===== src/rtl/ptp_ts_queue.sv =====
// rtl/ptp_ts_queue.sv - single-clock show-ahead timestamp queue with overflow policy and drop counter
module ptp_ts_queue #(
  parameter int DATA_WIDTH  = 128,
  parameter int ADDR_WIDTH  = 4,
  parameter int OVERWRITE   = 0,
  parameter int AFULL_LEVEL = (2 ** ADDR_WIDTH) - 2
) (
  input  logic                  clk,
  input  logic                  aclr,
  input  logic                  flush,
  input  logic [DATA_WIDTH-1:0] data,
  input  logic                  wrreq,
  input  logic                  rdreq,
  output logic [DATA_WIDTH-1:0] q,
  output logic                  rdempty,
  output logic                  wrfull,
  output logic                  almost_full,
  output logic [ADDR_WIDTH:0]   usedw,
  output logic [15:0]           drop_cnt
);

  localparam int DEPTH = 2 ** ADDR_WIDTH;

  logic [DATA_WIDTH-1:0] mem [DEPTH];
  logic [ADDR_WIDTH-1:0] wr_ptr;
  logic [ADDR_WIDTH-1:0] rd_ptr;
  logic [ADDR_WIDTH:0]   count;

  logic full;
  logic empty;
  logic rd_ok;
  logic wr_ok;
  logic over_wr;
  logic drop;

  // Status decodes only from the count register so full and empty stay unambiguous.
  assign full  = (count == (ADDR_WIDTH+1)'(DEPTH));
  assign empty = (count == '0);

  assign rd_ok   = rdreq & ~empty;
  assign wr_ok   = wrreq & (~full | rd_ok);
  assign drop    = ~flush & wrreq & full & ~rdreq;
  assign over_wr = drop & (OVERWRITE != 0);

  always_ff @(posedge clk) begin
    if (~flush & (wr_ok | over_wr)) begin
      mem[wr_ptr] <= data;
    end
  end

  always_ff @(posedge clk or posedge aclr) begin
    if (aclr) begin
      wr_ptr <= '0;
      rd_ptr <= '0;
      count  <= '0;
    end else if (flush) begin
      wr_ptr <= '0;
      rd_ptr <= '0;
      count  <= '0;
    end else begin
      if (wr_ok | over_wr) begin
        wr_ptr <= wr_ptr + ADDR_WIDTH'(1);
      end
      if (rd_ok | over_wr) begin
        rd_ptr <= rd_ptr + ADDR_WIDTH'(1);
      end
      if (wr_ok & ~rd_ok) begin
        count <= count + (ADDR_WIDTH+1)'(1);
      end else if (rd_ok & ~wr_ok) begin
        count <= count - (ADDR_WIDTH+1)'(1);
      end
    end
  end

  // Survives flush so lost records stay visible to the host until a hard reset.
  always_ff @(posedge clk or posedge aclr) begin
    if (aclr) begin
      drop_cnt <= '0;
    end else if (drop && drop_cnt != 16'hFFFF) begin
      drop_cnt <= drop_cnt + 16'd1;
    end
  end

  assign q           = mem[rd_ptr];
  assign rdempty     = empty;
  assign wrfull      = full;
  assign almost_full = (int'(count) >= AFULL_LEVEL);
  assign usedw       = count;

endmodule


===== config.mk =====
export PLATFORM = sky130hd
export DESIGN_NAME = ptp_ts_queue
export DESIGN_NICKNAME = d
export VERILOG_FILES = /design/src/rtl/ptp_ts_queue.sv
export SDC_FILE = /design/constraint.sdc
export NUM_CORES = 2
export LEC_CHECK = 0
export CAP_MARGIN = 5
export CORE_UTILIZATION = 28
export DETAILED_ROUTE_END_ITERATION = 10
export DONT_BUFFER_PORTS = 1
export GPL_ROUTABILITY_DRIVEN = 0
export GPL_TIMING_DRIVEN = 0
export PLACE_DENSITY = 0.45
export SETUP_SLACK_MARGIN = 0.3
export SLEW_MARGIN = 20
export SYNTH_ARGS = -nofsm -noshare
export SYNTH_HDL_FRONTEND = slang
export SYNTH_SLANG_ARGS = --single-unit

===== constraint.sdc =====
create_clock -name clk -period 11.4 [get_ports clk]
set_input_delay 2.28 -clock clk [delete_from_list [all_inputs] [get_ports clk]]
set_output_delay 2.28 -clock clk [all_outputs]
set_load 0.005 [all_outputs]

==> summary.txt <==
number of synthesized register bits: 2,077
worst min-delay path class: reg -> reg
TritonCTS Sinks: 2,077
Mapped Cells: 3,324
final HPWL from detailed placement: 145,000 um
crit path max fanout: 10
status: finished, final reports clean
delay-heaviest family, CP: buffers and inverters
Synth Area in Compound Gates: 2.64%
critical path buffer and inverter count: 3
CP Data Required Time: 9.12 ns
top cell type's share of synthesized area: 78.8%
skew final: 0.0755 ns
wire per inst: 28.9 um
final setup fails: 0
top cells by count, synth: edfxtp_1, mux4_2, a22oi_1, nand2_1, clkbuf_1
Nets: 3,868
Synth area leaders: edfxtp_1, mux4_2, a22oi_1
Worst path slowest cell: clkbuf_1
# fillers: 26,100
port bufs: 0
1st-pass router iterations: 5
Slew @ Worst Pin: 1.13 ns
pwr dens: 197 nW/um^2
Longest Clk Path Bufs: 4
sequential element share of the synthesized area: 79.7%
CP dominant cell by count: clkbuf_1
largest net degree at the start of global routing: 30
achievable clock frequency: 156 MHz
overall power: 18.4 mW
CP Launch Type: register
routed via count: 36,300
Skew-Pair Late Insertion Delay: 0.90 ns
clock-pin slew on the worst setup and hold paths: 0.06 ns
Via density: 4.77
antenna violations before repair: 6
Hold WS: 0.547 ns
I/O pin cnt: 285
Layout Cells excl Fill: 7,602
Num CTS Buffers: 226
Iter 0 DRT Violations: 3,286
endpoint type of the worst setup path: output pin
CTS Hold Bufs: 0
Rows: 193
CTS tree: yes
H-tree levels: 4
setup repair after global routing missed its margin: no
total grt overflow: 0
dominant synthesized flop cell: edfxtp_1
CTS resizes: 0
Leak: 28.4 nW
starting density of the core: 28.2%
Cells after DPL: 7,201
Ys Warns: 0
cell type with the largest total area after synthesis: edfxtp_1
Cell Area, Synth: 78,000 um^2
Finished Core Util: 33.7%
slew margin rel.: 24.3%
Fin. Hold Viols: 0
post-synthesis adder-cell area fraction: 0.186%
setup bufs post-CTS: 0
Die ar.: 281,000 um^2
layout cell share with drive strength beyond 1: 28.1%
Total Routing Usage GR: 15.6%
main combinational cell family by area after synthesis: multiplexers
DIE HEIGHT: 530 um
simple-gate share of the synthesized area: 1.31%
vias in the first global route: 37,800
Final period util: 56.2%
global-route wire length before repair: 307,000 um
Post-Syn Nets: 3,468
TNS Setup: 0 ns
antenna-violating nets left: 0
WS Path Type: reg -> out
MaxCap Viol Count: 0
worst-path cell chain: nor2b_1, buf_2, clkbuf_1, clkbuf_1, a22oi_1, nand2_1
drc violations: 0
biggest cell delay along the critical path: 0.77 ns
final wirelength: 220,000 um
crit path time final: 6.40 ns
mux cell area share after synthesis: 14.9%
Chip Width: 530 um
Avg Cell Area, Syn: 23.5 um^2
EDFF count, synth: 2,048
unique cell type count in the Yosys netlist: 50
area delta synth->final: 19.5%
Root Buffer: clkbuf_16
Slew Limit Fails: 0
xor-xnor portion of the synthesized cell area: 0.191%
Worst Path Arrival: 4.12 ns
core box area: 277,000 um^2
most common cell in the netlist: edfxtp_1
maximum vdd ir drop: 0.000145 V
fraction of registers with async set/reset: 1.40%
==> path summary, 6_finish.rpt <==
kind / startpoint / to / slack (ns) / cells after the start
worst max register to register: usedw[1] / mem[8][100] / 7.93 / 11
max in group asynchronous: aclr / wr_ptr[2] / 9.49 / 1
worst min register to register: drop_cnt[12] / drop_cnt[12] / 0.55 / 1
worst min-delay path: drop_cnt[12] / drop_cnt[12] / 0.55 / 1
worst max-delay path: rd_ptr[2] / q[124] / 5.00 / 6
min in group asynchronous: aclr / rd_ptr[1] / 1.43 / 1
==> worst register-to-register path: stages (launching register included) <==
cell     delay [ns]
dfrtp_1        0.56
or4_1          0.19
buf_6          0.18
o211a_1        0.25
nand2_1        0.25
nor2_4         0.59
buf_16         0.24
buf_16         0.18
buf_16         0.19
buf_16         0.17
buf_16         0.19
buf_16         0.19
==> cells by family after synthesis <==
kind of cell / after synthesis
flops: 2077
simple gates: 230
mux: 522
xor+xnor: 17
compound gates: 283
buf+inv: 184
fa+ha+maj: 11
==> layer usage <==
| layer | track usage (%) | part of all wire (%) |
|---|---|---|
| met5 | 0 | 0 |
| met4 | 3.70 | 2.2 |
| met3 | 4.50 | 7.5 |
| met2 | 25.3 | 48 |
| met1 | 20.5 | 42 |
==> final cells by class <==
type	instances	area, um^2	share of cell area, %
antenna	2	5.00	0.00537
inverter	8	30.0	0.0322
sequential	2077	62200	66.7
buffer	176	779	0.836
clock inverter	126	1100	1.19
tap	3705	4640	4.97
clock buffer	273	5850	6.28
timing repair buffer	172	3440	3.69
multi-input combinational	1063	15200	16.3
==> cells in the final DEF, fill, tap and decap left out, types with 4 or more instances in the layout <==
cell	count
a22oi_1	198
buf_12	68
buf_16	44
buf_1	23
and3_1	4
nand2b_1	9
inv_1	7
nand4_1	6
mux4_2	512
edfxtp_1	2048
buf_4	6
nand3_1	9
clkbuf_16	227
bufinv_16	17
dfrtp_1	29
nor3_1	9
o22ai_1	58
ha_1	10
nor3_4	4
a21oi_1	5
a31oi_1	5
clkbuf_1	121
clkbuf_2	4
buf_8	51
buf_6	10
buf_2	67
clkinv_2	39
mux2i_1	4
nand2_1	115
xnor2_1	4
nor2_1	44
xor2_1	13
clkinvlp_4	7
clkinv_1	54
or2_2	4
nor2_4	13
==> power by group <==
part	total (mW)	internal [mW]	switching (mW)
Sequential	8.52	8.48	0.0381
Combinational	2.86	1.25	1.61
Clock	7.01	4.02	2.99
==> state kept, by name, indices dropped and copies added (netlist names) <==
signal	count
drop_cnt	16
rd_ptr	4
usedw	5
mem	2048
wr_ptr	4
==> through the flow <==
step | area, um^2 | worst slack [ns]
floorplan | 78100 | 2.38
global placement | 82700 | -6.49
detailed placement | 86300 | 5.74
CTS | 93200 | 4.76
global route | 93200 | 4.77
finish | 93200 | 5.00
No activity file was read; power rests on OpenSTA's default activity.
